`config.mk`:
```
export PLATFORM = sky130hd
export DESIGN_NAME = unidad_control_multiciclo_flat
export DESIGN_NICKNAME = d
export VERILOG_FILES = /design/src/rtl/unidad_control_multiciclo_if.sv /design/src/rtl/unidad_control_multiciclo.sv /design/src/flat_wrapper.sv
export SDC_FILE = /design/constraint.sdc
export NUM_CORES = 1
export LEC_CHECK = 0
export CORE_MARGIN = 8
export CORE_UTILIZATION = 51
export CTS_BUF_LIST = sky130_fd_sc_hd__clkbuf_2 sky130_fd_sc_hd__clkbuf_4 sky130_fd_sc_hd__clkbuf_8
export DETAILED_ROUTE_END_ITERATION = 7
export MAX_ROUTING_LAYER = met4
export PLACE_DENSITY = 0.87
export SLEW_MARGIN = 10
export SYNTH_ARGS = -nofsm -noshare
export SYNTH_HDL_FRONTEND = slang
export SYNTH_SLANG_ARGS = --single-unit
```
`constraint.sdc`:
```
create_clock -name clk -period 5.2 [get_ports clk]
set_clock_uncertainty 0.1 [all_clocks]
set_input_delay 0.52 -clock clk [delete_from_list [all_inputs] [get_ports clk]]
set_output_delay 0.52 -clock clk [all_outputs]
set_load 0.01 [all_outputs]
```
`src/rtl/unidad_control_multiciclo_if.sv`:
```
// unidad_control_multiciclo_if: opcode/memory handshake in, datapath and memory control out
interface unidad_control_multiciclo_if;
  logic [5:0] opcode;
  logic       mem_listo;
  logic [1:0] operacion_alu;
  logic       pc_escribe;
  logic       pc_escribe_cond;
  logic [1:0] pc_fuente;
  logic       i_o_d;
  logic       mem_lee;
  logic       mem_escribe;
  logic       ir_escribe;
  logic       mem_a_reg;
  logic       reg_dst;
  logic       reg_escribe;
  logic       alu_src_a;
  logic [1:0] alu_src_b;
  logic       instr_ilegal;
  logic       error_memoria;
  logic [3:0] estado;
  modport master (
    input  opcode, mem_listo,
    output operacion_alu, pc_escribe, pc_escribe_cond, pc_fuente, i_o_d, mem_lee,
           mem_escribe, ir_escribe, mem_a_reg, reg_dst, reg_escribe, alu_src_a,
           alu_src_b, instr_ilegal, error_memoria, estado
  );
  modport slave (
    output opcode, mem_listo,
    input  operacion_alu, pc_escribe, pc_escribe_cond, pc_fuente, i_o_d, mem_lee,
           mem_escribe, ir_escribe, mem_a_reg, reg_dst, reg_escribe, alu_src_a,
           alu_src_b, instr_ilegal, error_memoria, estado
  );
endinterface

```
`src/rtl/unidad_control_multiciclo.sv`:
```
// unidad_control_multiciclo: multicycle MIPS main control FSM with memory-ready timeout
module unidad_control_multiciclo #(
  parameter int TIEMPO_ESPERA = 15
) (
  input logic clk,
  input logic rst_n,
  unidad_control_multiciclo_if.master bus
);
  typedef enum logic [3:0] {
    INICIO, FETCH, DECODE, MEM_DIR, MEM_LEE, MEM_WB, MEM_ESC, EJEC_R,
    R_WB, BEQ, SALTO, ADDI_EJEC, ADDI_WB, ILEGAL, ERROR_MEM
  } estado_t;
  estado_t st, nx;
  logic [7:0] cnt;
  logic ml, agotado;
  assign ml = bus.mem_listo;
  // cnt holds the cycles already waited, so the TIEMPO_ESPERA-th miss sees TIEMPO_ESPERA-1
  assign agotado = !ml && cnt == 8'(TIEMPO_ESPERA - 1);
  always_comb begin
    nx = INICIO;
    case (st)
      INICIO:    nx = FETCH;
      FETCH:     nx = ml ? DECODE : agotado ? ERROR_MEM : FETCH;
      DECODE:    nx = bus.opcode == 6'b000000 ? EJEC_R :
                      (bus.opcode == 6'b100011 || bus.opcode == 6'b101011) ? MEM_DIR :
                      bus.opcode == 6'b000100 ? BEQ :
                      bus.opcode == 6'b000010 ? SALTO :
                      bus.opcode == 6'b001000 ? ADDI_EJEC : ILEGAL;
      MEM_DIR:   nx = bus.opcode == 6'b100011 ? MEM_LEE : MEM_ESC;
      MEM_LEE:   nx = ml ? MEM_WB : agotado ? ERROR_MEM : MEM_LEE;
      MEM_ESC:   nx = ml ? FETCH : agotado ? ERROR_MEM : MEM_ESC;
      EJEC_R:    nx = R_WB;
      ADDI_EJEC: nx = ADDI_WB;
      MEM_WB, R_WB, BEQ, SALTO, ADDI_WB, ILEGAL, ERROR_MEM: nx = FETCH;
      default:   nx = INICIO;
    endcase
  end
  // only wait states ever stay put, so any state change is an entry that clears the counter
  always_ff @(posedge clk or negedge rst_n)
    if (!rst_n) begin
      st  <= INICIO;
      cnt <= '0;
    end else begin
      st  <= nx;
      cnt <= nx == st ? cnt + 8'd1 : '0;
    end
  assign bus.operacion_alu   = st == EJEC_R ? 2'b10 : st == BEQ ? 2'b01 : 2'b00;
  assign bus.pc_escribe      = (st == FETCH && ml) || st == SALTO;
  assign bus.pc_escribe_cond = st == BEQ;
  assign bus.pc_fuente       = st == SALTO ? 2'b10 : st == BEQ ? 2'b01 : 2'b00;
  assign bus.i_o_d           = st == MEM_LEE || st == MEM_ESC;
  assign bus.mem_lee         = st == FETCH || st == MEM_LEE;
  assign bus.mem_escribe     = st == MEM_ESC;
  assign bus.ir_escribe      = st == FETCH && ml;
  assign bus.mem_a_reg       = st == MEM_WB;
  assign bus.reg_dst         = st == R_WB;
  assign bus.reg_escribe     = st == MEM_WB || st == R_WB || st == ADDI_WB;
  assign bus.alu_src_a       = st == MEM_DIR || st == EJEC_R || st == BEQ || st == ADDI_EJEC;
  assign bus.alu_src_b       = st == FETCH ? 2'b01 : st == DECODE ? 2'b11 :
                               (st == MEM_DIR || st == ADDI_EJEC) ? 2'b10 : 2'b00;
  assign bus.instr_ilegal    = st == ILEGAL;
  assign bus.error_memoria   = st == ERROR_MEM;
  assign bus.estado          = st;
endmodule

```
`src/flat_wrapper.sv`:
```
// flat-port wrapper written by rule: the top's interface ports become plain ports
module unidad_control_multiciclo_flat 
#(
  parameter int TIEMPO_ESPERA = 15
)
  (clk, rst_n, bus_opcode, bus_mem_listo, bus_operacion_alu, bus_pc_escribe, bus_pc_escribe_cond, bus_pc_fuente, bus_i_o_d, bus_mem_lee, bus_mem_escribe, bus_ir_escribe, bus_mem_a_reg, bus_reg_dst, bus_reg_escribe, bus_alu_src_a, bus_alu_src_b, bus_instr_ilegal, bus_error_memoria, bus_estado);
  unidad_control_multiciclo_if bus_i ();
  input logic clk;
  input logic rst_n;
  input wire logic [$bits(bus_i.opcode)-1:0] bus_opcode;
  input wire logic [$bits(bus_i.mem_listo)-1:0] bus_mem_listo;
  output wire logic [$bits(bus_i.operacion_alu)-1:0] bus_operacion_alu;
  output wire logic [$bits(bus_i.pc_escribe)-1:0] bus_pc_escribe;
  output wire logic [$bits(bus_i.pc_escribe_cond)-1:0] bus_pc_escribe_cond;
  output wire logic [$bits(bus_i.pc_fuente)-1:0] bus_pc_fuente;
  output wire logic [$bits(bus_i.i_o_d)-1:0] bus_i_o_d;
  output wire logic [$bits(bus_i.mem_lee)-1:0] bus_mem_lee;
  output wire logic [$bits(bus_i.mem_escribe)-1:0] bus_mem_escribe;
  output wire logic [$bits(bus_i.ir_escribe)-1:0] bus_ir_escribe;
  output wire logic [$bits(bus_i.mem_a_reg)-1:0] bus_mem_a_reg;
  output wire logic [$bits(bus_i.reg_dst)-1:0] bus_reg_dst;
  output wire logic [$bits(bus_i.reg_escribe)-1:0] bus_reg_escribe;
  output wire logic [$bits(bus_i.alu_src_a)-1:0] bus_alu_src_a;
  output wire logic [$bits(bus_i.alu_src_b)-1:0] bus_alu_src_b;
  output wire logic [$bits(bus_i.instr_ilegal)-1:0] bus_instr_ilegal;
  output wire logic [$bits(bus_i.error_memoria)-1:0] bus_error_memoria;
  output wire logic [$bits(bus_i.estado)-1:0] bus_estado;
  assign bus_i.opcode = bus_opcode;
  assign bus_i.mem_listo = bus_mem_listo;
  assign bus_operacion_alu = bus_i.operacion_alu;
  assign bus_pc_escribe = bus_i.pc_escribe;
  assign bus_pc_escribe_cond = bus_i.pc_escribe_cond;
  assign bus_pc_fuente = bus_i.pc_fuente;
  assign bus_i_o_d = bus_i.i_o_d;
  assign bus_mem_lee = bus_i.mem_lee;
  assign bus_mem_escribe = bus_i.mem_escribe;
  assign bus_ir_escribe = bus_i.ir_escribe;
  assign bus_mem_a_reg = bus_i.mem_a_reg;
  assign bus_reg_dst = bus_i.reg_dst;
  assign bus_reg_escribe = bus_i.reg_escribe;
  assign bus_alu_src_a = bus_i.alu_src_a;
  assign bus_alu_src_b = bus_i.alu_src_b;
  assign bus_instr_ilegal = bus_i.instr_ilegal;
  assign bus_error_memoria = bus_i.error_memoria;
  assign bus_estado = bus_i.estado;
  unidad_control_multiciclo #(.TIEMPO_ESPERA(TIEMPO_ESPERA)) u_core (.clk(clk), .rst_n(rst_n), .bus(bus_i));
endmodule
```
# Yosys cells after proc, flatten, opt, wreduce, memory -nomap -nowiden
# Index checks and enable logic that the tools add are counted.
[totals]
regBits = 12
input_bits = 9
elab_cells = 60
[classes]
addsub = 1
n_eq_ne = 21
mux = 20
n_reduce_logical = 16
[ops]
columns = ["operator", "count"]
rows = [
  ["4-bit two-way mux", 10],
  ["4-bit case mux with 8 select lines", 1],
  ["4-bit == test (second input constant)", 7],
  ["4-bit by 3-bit == test with 1-bit output (second input constant)", 4],
  ["6-bit == test (second input constant)", 2],
  ["2-bit two-way mux", 6],
  ["1-bit logical OR", 10],
  ["8-bit by 1-bit adder with 8-bit output (second input constant)", 1],
  ["4-bit by 2-bit == test with 1-bit output (second input constant)", 2],
  ["8-bit by 4-bit == test with 1-bit output (second input constant)", 1],
  ["8-bit two-way mux", 1],
  ["8-bit OR reduction", 1],
  ["6-bit by 2-bit == test with 1-bit output (second input constant)", 1],
  ["6-bit by 3-bit == test with 1-bit output (second input constant)", 1],
  ["6-bit by 4-bit == test with 1-bit output (second input constant)", 1],
  ["6-bit logical NOT", 1],
  ["4-bit by 1-bit == test with 1-bit output (second input constant)", 1],
  ["4-bit == test", 1],
  ["4-bit logical NOT", 1],
  ["3-bit two-way mux", 1],
  ["1-bit logical AND", 2],
  ["1-bit logical NOT", 1],
  ["1-bit two-way mux", 1],
]

# Depth between registers and ports, before layout
# Gate-level depths: netlist (run 1).
[depth]
depth_word = 9
depth_mapped = 7

# Least setup slack after synthesis (run 1)
# OpenSTA, ideal clock, no wires.
[synth_timing]
kind = "flip-flop to flip-flop"
from = "register u_core.cnt[0]"
to = "register u_core.cnt[2]"
arrival_ps = 1887
required_time_ps = 4960
path_slack_ps = 3073
stages_incl_launch_ff = 8
path_buffers = 0
synth_period_minus_slack_ps = 2127
path_cell_list = "dfrtp_1 inv_1 ha_1 nand4b_2 or4_4 a32oi_2 mux2i_2 nor4_1"
[synth_between]
elab_chain_cells = 7
elab_cells_between_ends = 12
cone_classes = "add/sub (1); eq/ne (2); mux (8); reduce/logical (1)"
[synth_lines]
columns = ["item", "line", "text"]
rows = [
  ["from (decl)", "unidad_control_multiciclo.sv:14", "logic [7:0] cnt;"],
  ["from (signal assigned)", "unidad_control_multiciclo.sv:45", "cnt <= nx == st ? cnt + 8'd1 : '0;"],
  ["8-bit by 4-bit == test with 1-bit output", "unidad_control_multiciclo.sv:18", "assign agotado = !ml && cnt == 8'(TIEMPO_ESPERA - 1);"],
  ["1-bit logical AND", "unidad_control_multiciclo.sv:18", ""],
  ["4-bit two-way mux (on tied branches) (2 in a row)", "unidad_control_multiciclo.sv:23, unidad_control_multiciclo.sv:30, unidad_control_multiciclo.sv:31", ""],
  ["4-bit case mux with 8 select lines", "unidad_control_multiciclo.sv:21", "case (st)"],
  ["4-bit == test", "unidad_control_multiciclo.sv:45", ""],
  ["8-bit two-way mux (*)", "unidad_control_multiciclo.sv:45", ""],
]
# Mark *: on every way between the ends. The rest lies on a longest branch, timed or not.

# Final worst setup path (run 1)
[layout_timing]
from = "register u_core.st[0], in the netlist u_core.bus.estado[0]"
to = "output bus_pc_escribe"
[layout_between]
elab_chain_cells = 3
elab_cells_between_ends = 4
cone_classes = "eq/ne (2); reduce/logical (2)"
[layout_lines]
columns = ["item", "line", "text"]
rows = [
  ["from (decl)", "unidad_control_multiciclo.sv:13", "estado_t st, nx;"],
  ["from (signal assigned)", "unidad_control_multiciclo.sv:44", "st <= nx;"],
  ["4-bit by 1-bit == test with 1-bit output", "unidad_control_multiciclo.sv:48", "assign bus.pc_escribe = (st == FETCH && ml) || st == SALTO;"],
  ["1-bit logical AND", "unidad_control_multiciclo.sv:48", ""],
  ["1-bit logical OR (*)", "unidad_control_multiciclo.sv:48", ""],
  ["to (decl)", "flat_wrapper.sv:13", "output wire logic [$bits(bus_i.pc_escribe)-1:0] bus_pc_escribe;"],
]
# Marked as above.

==> results of run 1 <==
logic make-up after synthesis:
family                     Yosys count
xor gates and xnor gates             8
muxes                                1
AOI/OAI and AO/OA                   19
DFF                                 12
buffers and inverters               11
and+or+nand+nor                     69
adders and majority gates            2
how the worst max path moves through the flow:
stage                                              start  cells after the start  slack (ns)                      end
after detailed placement                   bus_mem_listo                      6        2.52  u_core.cnt[6]$_DFF_PN0_
after CTS                 u_core.bus.estado[0]$_DFF_PN0_                      4        2.33           bus_pc_escribe
final                     u_core.bus.estado[0]$_DFF_PN0_                      4        2.35           bus_pc_escribe
after floorplan                  u_core.cnt[0]$_DFF_PN0_                      7        3.07  u_core.cnt[2]$_DFF_PN0_
after global routing      u_core.bus.estado[0]$_DFF_PN0_                      4        2.16           bus_pc_escribe
after global placement                     bus_mem_listo                      6        2.56  u_core.cnt[4]$_DFF_PN0_
placed cells by master, fill, tap and decap left out, types with 2 or more instances in the layout:
master / instances
clkdlybuf4s50_1: 30
nor2_1: 20
dfrtp_1: 12
nor4_1: 9
nand2_1: 7
nand3_1: 7
nor3_1: 6
nand2b_1: 5
xnor2_1: 5
a21oi_1: 4
inv_1: 4
xor2_1: 3
o31ai_1: 3
clkbuf_4: 3
and3_1: 2
or3b_1: 2
nor2b_1: 2
a211oi_1: 2
ha_1: 2
where the power goes:
| part | internal [mW] | total [mW] | switching (mW) | leakage [nW] |
|---|---|---|---|---|
| clock | 0.0427 | 0.0748 | 0.0322 | 0.0210 |
| sequential | 0.111 | 0.164 | 0.0527 | 0.161 |
| combinational | 0.189 | 0.389 | 0.200 | 0.341 |
| total | 0.342 | 0.628 | 0.285 | 0.523 |
area by class of cell:
cell class	instances	area (µm²)	area share (%)
repair buffers	30	300	23.0
multi-input cells	99	623	47.7
inverters	4	15.0	1.15
well taps	25	31.3	2.39
clock buffers	4	36.3	2.78
flip-flops and latches	12	300	23.0
registers in the layout (all words and copies together), names as in the netlist:
signal,count
u_core.bus.estado,4
u_core.cnt,8
routing by layer:
metal | vias up | track usage (%)
met3 | 5 | 2.60
li1 | 498 | -
met4 | 0 | 6.12
met5 | - | -
met2 | 27 | 27.0
met1 | 472 | 17.6
stage by stage:
stage | cells | util (%) | cell area (µm²) | hold WS [ns] | worst slack [ns]
after floorplan | 122 | - | 966 | 0.124 | 3.07
after global placement | 170 | 72.0 | 1270 | 0.415 | 2.56
after detailed placement | 170 | 72.0 | 1270 | 0.448 | 2.52
after CTS | 174 | 74.0 | 1310 | 0.458 | 2.33
after global routing | 174 | 74.0 | 1310 | 0.474 | 2.16
final | 174 | 74.0 | 1310 | 0.449 | 2.35
cells in the mapped netlist (all sizes together) (3+ instances only):
cell type,instances
nand3,7
nor2,20
nor3,6
nand2,8
clkbuf,5
o31ai,3
nor4,9
xnor2,5
xor2,3
nand2b,5
dfrtp,12
inv,4
a21oi,4
critical path: stages, from the launching register on:
cell,delay (ns)
dfrtp_1,0.67
nand2b_1,0.33
nor3_1,0.28
or2_2,0.14
clkdlybuf4s50_1,0.53
==> results.toml, run 1 <==
[sta]
timing_hold_violations_final = 0
maximum_operating_frequency_mhz = 351
worstMarginPinSlew_ns = 0.545
unrepaired_setup_endpoints_after_global_routing = "no"
fin_setup_tns_ns = 0
worst_slew_margin_rel_pct = 63.5
setup_viol = 0
finalWorstPathRequiredPeriod_ns = 2.85
period_share_pct = 54.8
drv_slew = 0

[die]
total_number_of_placement_rows = 15
io_pins = 31
initial_core_util_pct = 54.8
fp.coreArea_mm2 = 0.00176
die_x_um = 59.5
die_h_um = 59.5
dieArea_mm2 = 0.00354

[hold_path]
timing.hold.worst.start = "u_core.cnt[0]$_DFF_PN0_"
hold_path_depth = 1
holdPathEnd = "u_core.cnt[0]$_DFF_PN0_"
hold_path.class = "flip-flop to flip-flop"

[global_route]
wire_length_of_the_first_global_routing_pass_mm = 4.19
grt_pass1_vias = 894
globalRoute.totalOverflow = 0
initial_antenna_violation_count = 0
grt_util_all_layers_pct = 15.7
pin_count_of_the_biggest_net_entering_global_routing = 18

[power_and_ir_drop]
peakVddDrop_uv = 342
power.density_cell_area_mw_per_mm2 = 481
leakagePower_nw = 0.523
totalPowerFinal_mw = 0.628

[setup_path]
cp.arrival_ns = 2.23
critical_path.endpoint_type = "primary output"
timing.reg2reg.setup_slack_ns = 2.80
critical_path_peak_fanout = 17
regToRegEndpoint = "u_core.cnt[6]$_DFF_PN0_"
critPathLaunchType = "flip-flop"
r2r.worst_path.cells = 7
cp_data_required_time_ns = 4.58
regToRegStartpoint = "u_core.cnt[0]$_DFF_PN0_"
critical_path_class = "flip-flop to primary output"

[yosys]
post-synth-top-area-cell = "dfrtp_1"
synth-async-reset-ratio_pct = 100
syn_area_per_cell_um2 = 7.92
synthesis.area_um2 = 966
synth.yosys.seq_area_share_pct = 31.1
postSynth.topFlopCell = "dfrtp_1"
synth.mux.area_fraction_pct = 1.42
synthDistinctLibCells = 40
syn_inst = 122
synth_compound_area_share_pct = 14.9
post_synth_and_or_nand_nor_area_fraction_pct = 38.3
yosys.area_share.adder_pct = 2.59
share_of_the_synthesized_netlist_area_taken_by_xor_and_xnor_gates_pct = 7.25
synth_top_family_by_area = "simple AND/OR/NAND/NOR gates"
yosys_warnings = 0
synth_area_leaders = "dfrtp_1 31%, nor2_1 7.8%, nor4_1 5.8%"
synth.net_count = 133
share_of_the_synthesized_area_in_the_top_cell_type_pct = 31.1
yosys_reg_bits = 12
synth_edf_count = 0

[placement]
hpwl_mm = 2.00
io_buffers = 30
final_weighted_congestion_of_routability_driven_global_placement = 0.866

[cells_and_area]
layout.nets = 161
area_growth_pct = 35.2
diodes = 0
fraction_of_final_layout_cells_with_drive_strength_greater_than_1_pct = 6.71
filler_cells = 157

[drt]
drt_pre_antenna_iters = 4
detail_route.drc_violations = 0
detail_route.wl_per_cell_um = 14.7
routed_met2_length_mm = 1.29
route.antenna.remaining_nets = 0
dr.max_layer_used = "met4"
via_per_inst = 5.76
first_iter_violations = 25
detailroute.via_count = 1002
wl_met1_mm = 1.10
routed_wl_mm = 2.56
met3_length_um = 130

[clock_tree]
clock-root-buffer = "clkbuf_4"
clk-insertion-delay-late_ns = 0.28
tritoncts = "done"
post_cts.resized_instances = 0
cts_made_buffers = 3
cts_num_sinks = 12
worst_setup_hold_path_clk_slew_ns = 0.07
post_cts_setup_repair_buffer_count = 0
htree_num_levels = 1
max-clock-path-buffers = 2
post_cts_hold_buffer_count = 0

[flow_run]
timing.max_cap.violations = 0

[run_status]
status = "completed"
Power figures use the tool's default switching activity.
==> run 2, diff against run 1 <==
--- a/config.mk
+++ b/config.mk
@@ -6,11 +6,11 @@
 export NUM_CORES = 1
 export LEC_CHECK = 0
 export CORE_MARGIN = 8
-export CORE_UTILIZATION = 51
+export CORE_UTILIZATION = 47
 export CTS_BUF_LIST = sky130_fd_sc_hd__clkbuf_2 sky130_fd_sc_hd__clkbuf_4 sky130_fd_sc_hd__clkbuf_8
 export DETAILED_ROUTE_END_ITERATION = 7
 export MAX_ROUTING_LAYER = met4
-export PLACE_DENSITY = 0.87
+export PLACE_DENSITY = 0.81
 export SLEW_MARGIN = 10
 export SYNTH_ARGS = -nofsm -noshare
 export SYNTH_HDL_FRONTEND = slang
==> constraint.sdc (replaced) <==
create_clock -name clk -period 2.95 [get_ports clk]
set_clock_uncertainty 0.1 [all_clocks]
set_input_delay 0.295 -clock clk [delete_from_list [all_inputs] [get_ports clk]]
set_output_delay 0.295 -clock clk [all_outputs]
set_load 0.01 [all_outputs]
==> run 2 against run 1 <==
  * Critical path depth unchanged
  * Sequential power increased by 76%
  * Clock-buffer cell count decreased by 1
  * Critical endpoint unchanged
  * Worst setup slack got worse by 2.0 ns
==> results.toml, run 2 (synthesis gave the netlist of run 1 again) <==
[setup_path]
cpMaxStageDelayCell = "dfrtp_1"
cp_data_required_time_ns = 2.56
critical_path_class = "flip-flop to primary output"
cp_cell_sequence = "nand2b_1 -> nor3_1 -> or2_2 -> clkdlybuf4s50_1"
critPathLaunchType = "flip-flop"
cp.arrival_ns = 2.21
critical_path_peak_fanout = 17
max_stage_delay_ns = 0.67
critical_path.endpoint_type = "primary output"
critical_path_buf_inv_count = 1
critical_path.top_delay_family = "simple AND/OR/NAND/NOR gates"

[cells_and_area]
layout.nets = 161
final_cell_mix = "30 x clkdlybuf4s50_1, 20 x nor2_1, 12 x dfrtp_1"
largest_register = "u_core.cnt"
largest_reg_flops = 8
diodes = 0
fraction_of_final_layout_cells_with_drive_strength_greater_than_1_pct = 6.08
layout.cell_area.non_filler_mm2 = 0.00129
final_cells = 175
area_growth_pct = 34.1
most_common_library_cell_in_the_layout_ignoring_fill_and_taps = "clkdlybuf4s50_1"

[power_and_ir_drop]
clockPowerShare_pct = 8.8
part_of_the_power_in_combinational_logic_pct = 64.3
p_int_mw = 0.576
peakVddDrop_uv = 529
sequential_share_of_power_pct = 26.9
sw_frac_of_total_pct = 46.4
total_switching_power_mw = 0.499
totalPowerFinal_mw = 1.08
power.density_cell_area_mw_per_mm2 = 831
leakagePower_nw = 0.515

[drt]
first_iter_violations = 12
via_per_inst = 5.83
detailroute.via_count = 1021
detail_route.wl_per_cell_um = 14.7
routed_wl_mm = 2.57
route.antenna.remaining_nets = 0
detail_route.drc_violations = 0
routed_met2_length_mm = 1.18
drt_pre_antenna_iters = 4
dr.max_layer_used = "met4"
wl_met1_mm = 1.05
met3_length_um = 242

[clock_tree]
post_cts_hold_buffer_count = 0
post_cts.resized_instances = 0
cts_num_sinks = 12
cts_made_buffers = 3
post_cts_setup_repair_buffer_count = 0
clock-root-buffer = "clkbuf_4"
max-clock-path-buffers = 2
worst_setup_hold_path_clk_slew_ns = 0.07
tritoncts = "done"
htree_num_levels = 1
clk-insertion-delay-late_ns = 0.27

[die]
dieArea_mm2 = 0.00376
total_number_of_placement_rows = 16
die_h_um = 61.3
initial_core_util_pct = 49.7
die_x_um = 61.3
fp.coreArea_mm2 = 0.00194
io_pins = 31

[sta]
timing_hold_violations_final = 0
setup_viol = 0
period_share_pct = 88.3
finalWorstPathRequiredPeriod_ns = 2.61
worst_slew_margin_rel_pct = 65.5
drv_slew = 0
worstMarginPinSlew_ns = 0.518
fin_setup_tns_ns = 0
unrepaired_setup_endpoints_after_global_routing = "no"
maximum_operating_frequency_mhz = 384

[placement]
cell_area_reported_after_detailed_placement_mm2 = 0.00127
final_weighted_congestion_of_routability_driven_global_placement = 0.772
io_buffers = 30
dp_cells = 172
hpwl_mm = 2.10

[global_route]
initial_antenna_violation_count = 0
wire_length_of_the_first_global_routing_pass_mm = 4.17
pin_count_of_the_biggest_net_entering_global_routing = 18
grt_util_all_layers_pct = 15.0
globalRoute.totalOverflow = 0
grt_pass1_vias = 994

[flow_run]
timing.max_cap.violations = 0

[run_status]
status = "completed"

[hold_path]
hold_path.class = "input pin to async pin"
[run 2: through the flow]
| stage | hold WS (ns) | setup slack, ns | util [%] |
|---|---|---|---|
| after floorplan | -0.101 | 0.823 | - |
| final | 0.262 | 0.344 | 66.7 |
| after global routing | 0.313 | 0.133 | 66.7 |
| after global placement | 0.404 | 0.565 | 65.5 |
| after CTS | 0.272 | 0.338 | 66.7 |
| after detailed placement | 0.424 | 0.432 | 65.5 |
[run 2: final timing paths]
| kind | slack (ns) | to | startpoint | cells after the start |
|---|---|---|---|---|
| max in group asynchronous | 2.14 | u_core.bus.estado[2]$_DFF_PN0_ | rst_n | 1 |
| setup / recovery | 0.34 | bus_pc_escribe | u_core.bus.estado[0]$_DFF_PN0_ | 4 |
| hold reg to reg | 0.43 | u_core.cnt[0]$_DFF_PN0_ | u_core.cnt[0]$_DFF_PN0_ | 1 |
| setup reg to reg | 0.56 | u_core.cnt[4]$_DFF_PN0_ | u_core.cnt[0]$_DFF_PN0_ | 7 |
| hold / removal | 0.26 | u_core.cnt[3]$_DFF_PN0_ | rst_n | 1 |
| min in group clk | 0.43 | u_core.cnt[0]$_DFF_PN0_ | u_core.cnt[0]$_DFF_PN0_ | 1 |
[run 2: routing by layer]
metal | up-vias | global-route usage (%)
met4 | 0 | 9.74
met3 | 11 | 2.51
met2 | 44 | 26.7
met1 | 471 | 14.7
met5 | - | -
li1 | 495 | -
[run 2: final cells by class]
type / instances / area (µm²)
clock buffers: 3 / 22.5
fillers: 177 / 647
repair buffers: 30 / 300
multi-input cells: 99 / 623
inverters: 4 / 15.0
flip-flops and latches: 12 / 300
well taps: 27 / 33.8
[run 2: power groups by stage]
stage	combinational, mW	clock [mW]	sequential (mW)
floorplan	0.455	0	0.240
global placement	0.678	0	0.290
detailed placement	0.698	0	0.291
CTS	0.700	0.100	0.288
global route	0.756	0.107	0.298
finish	0.691	0.0949	0.289
